`src/rtl/imem_loader.sv`:
```
// Byte-stream loader for instruction memory: assembles little-endian words and writes them sequentially.
// Optional trailing 8-bit checksum byte when CHECKSUM_EN is defined.
module imem_loader #(
  parameter int NUM_INSTR = 1024,
  parameter int ADDR_W    = 10
) (
  input  logic              clk,
  input  logic              n_rst,
  input  logic              start,
  input  logic              byte_valid,
  input  logic [7:0]        byte_data,
  output logic              byte_ready,
  output logic              we,
  output logic [ADDR_W-1:0] waddr,
  output logic [31:0]       wdata,
  output logic              cpu_hold,
  output logic              done,
  output logic              error
);

  typedef enum logic [2:0] {
    IDLE, LEN0, LEN1, DATA,
`ifdef CHECKSUM_EN
    CSUM,
`endif
    DONE, ERR
  } state_t;

  localparam logic [16:0] MAX_LEN = 17'(NUM_INSTR);

  state_t      state, nstate;
  logic [7:0]  len_lo;
  logic [15:0] len;
  logic [15:0] widx;
  logic [1:0]  bcnt;
  logic [23:0] word;
  logic        xfer;
  logic        start_ok;
  logic        last_word;
  logic [15:0] len_full;

`ifdef CHECKSUM_EN
  logic [7:0] sum;
  logic [7:0] csum_total;
  assign csum_total = sum + byte_data;
`endif

  assign xfer      = byte_valid & byte_ready;
  assign len_full  = {byte_data, len_lo};
  assign last_word = (widx == len - 16'd1);
  assign start_ok  = start & ((state == IDLE) | (state == DONE) | (state == ERR));
  assign done      = (state == DONE);
  assign error     = (state == ERR);
  assign cpu_hold  = (state != DONE);

  always_ff @(posedge clk or negedge n_rst) begin
    if (!n_rst) state <= IDLE;
    else        state <= nstate;
  end

  always_comb begin
    nstate     = state;
    byte_ready = 1'b0;
    case (state)
      IDLE, DONE, ERR: begin
        if (start) nstate = LEN0;
      end
      LEN0: begin
        byte_ready = 1'b1;
        if (xfer) nstate = LEN1;
      end
      LEN1: begin
        byte_ready = 1'b1;
        if (xfer) begin
          if (len_full == 16'd0)
`ifdef CHECKSUM_EN
            nstate = CSUM;
`else
            nstate = DONE;
`endif
          else if ({1'b0, len_full} > MAX_LEN) nstate = ERR;
          else                                 nstate = DATA;
        end
      end
      DATA: begin
        byte_ready = 1'b1;
        // The final word's write strobe fires in the first cycle of the next state.
        if (xfer && bcnt == 2'd3 && last_word)
`ifdef CHECKSUM_EN
          nstate = CSUM;
`else
          nstate = DONE;
`endif
      end
`ifdef CHECKSUM_EN
      CSUM: begin
        byte_ready = 1'b1;
        if (xfer) nstate = (csum_total == 8'd0) ? DONE : ERR;
      end
`endif
      default: nstate = IDLE;
    endcase
  end

  always_ff @(posedge clk or negedge n_rst) begin
    if (!n_rst) begin
      we     <= 1'b0;
      waddr  <= '0;
      wdata  <= '0;
      len_lo <= '0;
      len    <= '0;
      widx   <= '0;
      bcnt   <= '0;
      word   <= '0;
`ifdef CHECKSUM_EN
      sum    <= '0;
`endif
    end else begin
      we <= 1'b0;
      if (start_ok) begin
        widx <= '0;
        bcnt <= '0;
`ifdef CHECKSUM_EN
        sum  <= '0;
`endif
      end
      if (state == LEN0 && xfer) len_lo <= byte_data;
      if (state == LEN1 && xfer) len    <= len_full;
      if (state == DATA && xfer) begin
        bcnt <= bcnt + 2'd1;
`ifdef CHECKSUM_EN
        sum  <= csum_total;
`endif
        if (bcnt == 2'd3) begin
          we    <= 1'b1;
          wdata <= {byte_data, word};
          waddr <= widx[ADDR_W-1:0];
          widx  <= widx + 16'd1;
        end else begin
          word[{bcnt, 3'b000} +: 8] <= byte_data;
        end
      end
    end
  end

endmodule

```
`config.mk`:
```
export PLATFORM = sky130hd
export DESIGN_NAME = imem_loader
export DESIGN_NICKNAME = d
export VERILOG_FILES = /design/src/rtl/imem_loader.sv
export SDC_FILE = /design/constraint.sdc
export NUM_CORES = 1
export LEC_CHECK = 0
export CORE_MARGIN = 4
export CORE_UTILIZATION = 56
export CTS_CLUSTER_DIAMETER = 50
export DETAILED_ROUTE_END_ITERATION = 12
export GPL_ROUTABILITY_DRIVEN = 0
export PLACE_DENSITY = 0.9
export SETUP_SLACK_MARGIN = 0.1
export SLEW_MARGIN = 0
export SYNTH_ARGS = -nofsm -noshare
export SYNTH_HDL_FRONTEND = slang
export SYNTH_SLANG_ARGS = --single-unit
```
`constraint.sdc`:
```
create_clock -name clk -period 3.4 [get_ports clk]
set_input_delay 0.68 -clock clk [delete_from_list [all_inputs] [get_ports clk]]
set_output_delay 0.68 -clock clk [all_outputs]
set_load 0.02 [all_outputs]
```
==> summary by stage, run 1 <==
Run status
The flow ran to the end, and the final reports show no timing, DRC or antenna violations.

Placement
The placement-stage cell area is 5970 um2. Port buffering added 58 buffers. The half-perimeter wire length after placement is 8620 um.

Finish
Summing all non-filler instances in the final layout gives an area of 6180 um2. The number of antenna repair diodes is 0. The number of filler instances in the final layout is 668. The area growth from synthesis to layout is 17.3%. In the final layout, flip-flops and latches occupy 2800 um2. Leaving out fill and tap cells, the most frequent cell in the layout is sky130_fd_sc_hd__nand2_1.

The share of the core filled with cells in the final layout is between 60% and 70%. The footprint of the multi-input gates is about 2300 um2. The library cells used most frequently in the layout, excluding fill and tap cells, are sky130_fd_sc_hd__nand2_1 (193), sky130_fd_sc_hd__dfrtp_1 (112), sky130_fd_sc_hd__clkdlybuf4s50_1 (57), sky130_fd_sc_hd__o21ai_0 (35), sky130_fd_sc_hd__mux2_2 (21). The final net count is 637. Of the cells placed in the final design, the portion with a size suffix greater than 1 is 8.83%.

Synthesis
The post-synthesis net count is 584. The top flip-flop cell by instance count after synthesis is sky130_fd_sc_hd__dfrtp_1. For this run, the register share of the synthesized area comes to 53.2%. Of all cell types, the one taking the most synthesized area is sky130_fd_sc_hd__dfrtp_1. The async set-or-reset flop fraction in the synthesized netlist is 100%. The mean instance size in the synthesized netlist is 9.32 um2. The fraction of the mapped netlist area in compound gates is roughly a tenth. Summed over its instances, the top area cell type makes up between 50% and 60% of the synthesized netlist area.

The number of distinct standard cells referenced by the synthesized netlist is 50. In this run, synthesis produced a sequential element count of 112. After Yosys synthesis, and, or, nand and nor cells account for 24.1% of the synthesized area. The number of standard cells after synthesis is roughly 570.

The number of flops mapped to enable cells by yosys is 0. Summing the areas of all fa, ha and maj instances in the mapped netlist gives under 10% of the synthesized area. Summing the areas of all xor and xnor instances in the mapped netlist gives 3.99% of the synthesized area. The post-synthesis mux area share is under 10%. After synthesis, the largest family of logic cells by area is simple AND/OR/NAND/NOR gates. Yosys attributes the largest share of cell area to sky130_fd_sc_hd__dfrtp_1 (53%), sky130_fd_sc_hd__nand2_1 (14%), sky130_fd_sc_hd__mux2_2 (4.5%), sky130_fd_sc_hd__o21ai_0 (3.3%), sky130_fd_sc_hd__xnor2_1 (2.5%). The post-synthesis instance area is 5270 um2. The Yosys step of the flow raised 0 warnings.

Worst setup path
The sort of element at the end of the critical path is a flop. Of all nets on the critical path, the largest fanout is 6. Across all register-to-register paths, the minimum setup slack is 0.38 ns.

STA classifies the critical path startpoint as a flop. The endpoint arrival time on the critical path is 3.28 ns. Measured in cells, the most critical reg-to-reg path has a length of 8.

In this run the critical register-to-register path is launched from len[0]. The required time of the worst setup path is 3.66 ns. The reg-to-reg endpoint is state[1]. By startpoint and endpoint, the worst setup path is classified as reg2reg.

GRT
The number of global-route vias before repair came to around 4.3k. The number of antenna violations at the first check in global routing is 0. The first global-routing pass estimated 20700 um of wire. Across every metal layer, demand over resource in global routing totals 23.2%. Entering global routing, the biggest net connects around 110 pins. The global-route congestion overflow total is 0.

Route
The number of optimization iterations in the first detailed-route pass is 5. The detailed router finished its first iteration with 427 violations. The remaining number of nets flagged by the antenna check after routing is 0. In the routed layout, each cell is associated on average with a via count of approximately 6. The remaining routing DRC violations is 0. The post-detailed-routing wire length is about 12000 um.

The mean routed wirelength per cell is 16.8 um. The routed via count is 4359.

STA
Setup repair after global routing left no endpoint under its margin. The max-slew violation count is 0. The portion of the clock cycle consumed by the worst path in the final layout is between 80% and 90%.

After routing, the total negative slack on setup checks comes to 0 ns. The count of endpoints failing hold in the final timing report was 0. The final setup violation count is 0. The time the worst path needs with I/O delays and setup is about 3.0 ns. Headroom to the max-slew limit came out at approximately a third. The clock skew is approximately 0.014 ns. The top achievable clock speed is 331 MHz. At the pin with the least slew margin, the transition time is 1.00 ns.

Pwr
The logic gate share of total power is 36.6%. The power share of the sequential group is 45.6%. The worst ir drop on vdd is 0.000292 V. Net switching is 38.7% of the power.

The internal portion of the total power is roughly 2.8 mW. Power spread over the standard cell area amounts to about 740 nW/um2. The net switching power figure is 1.78 mW. Of the total power, the clock network draws 17.8%.

The leakage dissipation is 2.79 nW.

Job
Across the run, the number of max-cap violations was 0.

Floorplan
The die covers 11000 um2. The die width is between 100 and 150 um. The starting utilization of the core area is 57.3%. The floorplan has 35 rows. The I/O pin total is 59. The height of the chip is about 100 um. In this run the standard cell core region covers a little over 9000 um2.

Clock network
CTS saw 112 sinks. The clock insertion delay at the later pin of the skew report is about 0.38 ns. The post-CTS resize count is 0. CTS placed an instance of sky130_fd_sc_hd__clkbuf_8 at the clock tree root. The clock tree synthesis step divided the H-tree into 3 levels. Hold repair after CTS inserted 0 buffers.

After clock tree synthesis, the clock-pin slew on the worst setup and hold paths is roughly 0.11 ns. Clock tree synthesis inserted a total of 9 buffers. In this run the deepest clock path goes through 2 buffers. Post-CTS timing repair inserted 0 buffers for setup. TritonCTS built the clock tree.

Hold path
The path class of the tightest hold or removal check is in2async.
==> Yosys cell counts, drive strengths merged (2+ instances only) <==
master  count
buf         7
o21ai      35
nor2       17
o211ai     11
nor3        6
inv        10
or2         3
xor2        9
dfrtp     112
or3         5
nor4        9
nand4       7
o31a        2
ha          7
mux2       21
and3        5
a21oi       9
nor3b       7
xnor2      15
a31oi       4
o31ai       9
nand3       8
nand2     193
nor2b       4
nor4b       3
nand4b      2
or4         6
a211oi      2
clkbuf     20
==> flip-flops by register name, indices dropped and copies added (netlist names) <==
name,cells
wdata,32
word,24
len,16
widx,16
waddr,10
len_lo,8
state,3
bcnt,2
we,1
==> worst max-delay path by stage <==
stage | endpoint | slack, ns | cells after the start | from
2_1_floorplan | state[1] | 0.70 | 9 | len[0]
3_3_place_gp | state[2] | 0.24 | 7 | byte_data[1]
3_5_place_dp | state[2] | 0.14 | 7 | byte_data[1]
4_1_cts | state[1] | 0.43 | 8 | len[0]
5_1_grt | state[1] | 0.33 | 8 | len[0]
6_report | state[1] | 0.38 | 8 | len[0]
==> worst max-delay path, cell delays in order (launching register included) <==
cell and delay (ns):
sky130_fd_sc_hd__dfrtp_1 0.45, sky130_fd_sc_hd__inv_1 0.12, sky130_fd_sc_hd__ha_1 0.30, sky130_fd_sc_hd__or4b_1 0.59, sky130_fd_sc_hd__or4_4 0.53, sky130_fd_sc_hd__xnor2_1 0.16, sky130_fd_sc_hd__nand4_1 0.13, sky130_fd_sc_hd__or2_0 0.25
sky130_fd_sc_hd__o41a_1 0.38
==> stage by stage <==
step | worst slack [ns] | total power, mW | hold slack [ns] | instances
4_1_cts | 0.431 | 4.59 | 0.391 | 734
3_5_place_dp | 0.140 | 3.76 | 0.460 | 718
6_report | 0.378 | 4.60 | 0.366 | 734
5_1_grt | 0.326 | 4.87 | 0.397 | 734
2_1_floorplan | 0.696 | 3.15 | 0.384 | 565
3_3_place_gp | 0.236 | 3.64 | 0.452 | 718
==> per-layer routing <==
metal | vias up | GRT usage (%) | share of wire (%)
met2 | 191 | 38.5 | 50
met4 | 0 | 10.5 | 3.0
met1 | 2096 | 30.5 | 41
met3 | 42 | 2.84 | 6.2
li1 | 2030 | - | -
met5 | - | 0 | 0
==> power groups by stage <==
stage               clock, mW  combinational (mW)  sequential (mW)
floorplan                   0                1.05             2.10
global placement            0                1.57             2.07
detailed placement          0                1.66             2.11
CTS                     0.824                1.68             2.08
global route            0.884                1.83             2.15
finish                  0.820                1.68             2.10
==> final cells by class <==
type / instances / area share, %
repair buffers: 69 / 10.9
multi-input cells: 416 / 37.6
well taps: 111 / 2.25
inverters: 10 / 0.608
clock buffers: 9 / 2.01
flip-flops and latches: 112 / 45.4
clock inverters: 7 / 1.30
==> cell families (layout without fill, tap and decap cells) <==
| kind of cell | count (synthesis) | after routing |
|---|---|---|
| AO/OA/AOI/OAI | 81 | 81 |
| XOR/XNOR | 24 | 24 |
| adder cells (fa/ha/maj) | 7 | 7 |
| buffers and inverters | 37 | 95 |
| flip-flops | 112 | 112 |
| multiplexers | 22 | 22 |
| AND/OR/NAND/NOR | 282 | 282 |
No activity file was read; power rests on OpenSTA's default activity.
==> run 2: changes to the inputs <==
Settings changed: SLEW_MARGIN 0 to not set.
==> results of run 2 <==
The final DEF is identical to that of run 1; final timing and power are the same.
==> run 3: changes to the inputs <==
Settings changed: CORE_UTILIZATION 56 to 51, CTS_CLUSTER_DIAMETER 50 to not set, PLACE_DENSITY 0.9 to 0.87.
Clock period 3.4 ns to 2.7 ns, I/O delays scaled along.
==> run 3 against run 2 <==
  * Non-clock buffer count is 15 higher
  * Final cell count is 5.0% higher
  * Flip-flop and latch count did not move
  * Clock power increased by 17%
  * First-iteration DRC count fell by 32%
  * Via count is 0.55% higher
  * Sequential power up 22%
  * Hold slack got worse by 0.34 ns
  * Count of clock-buffer cells in the layout grew 3
  * Utilization down 3.1 points
  * Cell area up 2.7%
  * Critical path type is now reg2out
==> summary by stage, run 3 (synthesis gave the netlist of run 1 again) <==
Pwr
In this run the static leakage power is 2.87 nW. The worst ir drop on vdd is 0.000429 V. For this design the ratio of total power to cell area is 929 nW/um2. The total power draw is 5.89 mW.

Job
Max-cap violations in this run came to 0.

Placement
The total instance count after detailed placement is approximately 750. The HPWL after detailed placement is 8980 um. Port buffering added 58 buffers.

Finish
The repair_antennas step left the layout with diodes totalling 0. The final instance count without filler cells is 771. The leading cell type in the layout, fill and taps excluded is sky130_fd_sc_hd__nand2_1. The net count of the finished layout is between 600 and 700.

More flip-flops sit in one register than any other, and that register is wdata. The area growth from synthesis to layout is 20.5%. In the layout the commonest cells are sky130_fd_sc_hd__nand2_1 (193), sky130_fd_sc_hd__dfrtp_1 (112), sky130_fd_sc_hd__clkdlybuf4s50_1 (56), sky130_fd_sc_hd__o21ai_0 (35), sky130_fd_sc_hd__buf_4 (26).

The number of flip-flops in the largest register is 32. The share of final-layout standard cells stronger than drive strength 1 is 12.1%. In the final layout, the registers with the most flip-flops are wdata x32, word x24. The number of filler instances in the final layout is 771.

STA
The final setup violation count is 0. The worst path in the final design needs a cycle of 2.65 ns, including I/O delays and setup. The max-slew violation count is 0. Headroom to the max-slew limit came out at 56.1%. The top achievable clock speed is 377 MHz. Dividing the final minimum period by the clock period gives 98.2%. Setup repair after global routing could not meet its margin everywhere. The clock skew is approximately 0.020 ns.

The slew at the pin with the worst max-slew slack is about 0.65 ns. The count of endpoints failing hold in the final timing report is 0.

Clock network
TritonCTS built the clock tree. The count of clock tree sinks is roughly 110. Counting the buffers created by CTS gives 9. The root buffer cell is sky130_fd_sc_hd__clkbuf_8. The clock insertion delay at the later pin of the skew report is 0.37 ns.

The clock passes through at most 2 buffers. Clock-pin slew was measured on the worst setup and hold paths at between 0.1 and 0.15 ns. The post-cts hold buffer count is 0. The H-tree was split into 3 levels.

Route
After detailed routing, the total wire length is about 13000 um. The number of optimization iterations in the first detailed-route pass is 5. Using the TritonRoute via totals, the vias-per-cell ratio works out to 5.68.

The remaining routing DRC violations is 0. The number of violations reported at the end of detailed-routing iteration 0 is 292. Across all layers, the routed design uses ~4.4k vias. After detailed routing, the average wire length per cell comes to between 15 and 20 um. The count of nets left with antenna violations once routing finished came out at 0.

Run status
The flow ran to the end, and the final reports show no timing, DRC or antenna violations.

GRT
For this run the aggregate overflow at the end of global routing stands at 0. The global router's overall resource usage is 22.2%. The number of global-route vias before repair came to 4329.

The number of antenna violations at the first check in global routing is 0. The maximum number of pins on one net before global-route repair is 57. The wire length of the first global-routing pass is 20700 um.

Floorplan
The count of standard-cell rows is 36. For this configuration, the core starts out at a cell density of 53.2%. 59 I/O pins were placed. The placeable core region is a little under 10000 um2.

The die is around 110 um tall. The die width is 110 um. The die covers 12000 um2.

Hold path
The min-delay analysis places its worst path in the category in2async.

Worst setup path
At the worst endpoint, the arrival time is 2.11 ns. The worst setup path is of the reg2out kind. Along the worst path, the maximum fanout reaches 10. The sort of element at the end of the critical path is an output port. At the worst endpoint, the required time is 2.16 ns. The number of cells on the worst reg-to-reg path is 8.

The startpoint class of the critical path is a flop.
## run 3: final timing paths
check	slack, ns	startpoint	end
max in group asynchronous	1.93	n_rst	wdata[29]
min in group clk	0.48	word[2]	wdata[2]
worst max-delay path	0.05	state[0]	error
worst min register to register	0.48	word[2]	wdata[2]
worst min-delay path	0.03	n_rst	wdata[19]
worst max register to register	0.05	len[1]	state[1]
## run 3: layout make-up
cell class | instances | area, um2 | area share, %
inverter | 10 | 37.5 | 0.592
sequential | 112 | 2800 | 44.2
clock inverter | 4 | 36.3 | 0.572
clock buffer | 12 | 155 | 2.45
multi-input combinational | 416 | 2360 | 37.2
timing repair buffer | 84 | 785 | 12.4
tap | 133 | 166 | 2.62
## run 3: critical path, cell delays in order (launching register included)
cell and delay (ns):
sky130_fd_sc_hd__dfrtp_1 0.54, sky130_fd_sc_hd__inv_1 0.14, sky130_fd_sc_hd__nor3b_1 0.38, sky130_fd_sc_hd__clkdlybuf4s50_1 0.68
## run 3: what timing repair did
item / in CTS / in global routing
resized for setup: 6 / 1
buffers inserted: 2 / 0
pin swaps: 5 / 4
endpoints found under the setup margin: 3 / 3
## run 3: metal layers
metal,up-vias,part of all wire [%],global-route usage [%]
met5,-,0,0
met1,2116,42,28.5
met4,0,3.1,9.08
met3,42,5.6,2.64
li1,2053,-,-
met2,172,49,38.1
## run 3: power by group
| group | switching [mW] | internal, mW |
|---|---|---|
| Sequential | 0.425 | 2.15 |
| Clock | 0.561 | 0.397 |
| Combinational | 1.27 | 1.10 |
## run 3: through the flow
stage	setup TNS (ns)	hold slack [ns]	util, %	setup slack, ns	area, um2
2_1_floorplan	0	0.244	-	0.0636	5280
3_3_place_gp	-0.475	0.433	61.7	-0.282	6110
3_5_place_dp	-0.570	0.440	61.7	-0.327	6110
4_1_cts	0	0.0352	64.0	0.0585	6340
5_1_grt	-0.0746	0.0393	64.0	-0.0565	6340
6_report	0	0.0308	64.0	0.0477	6340
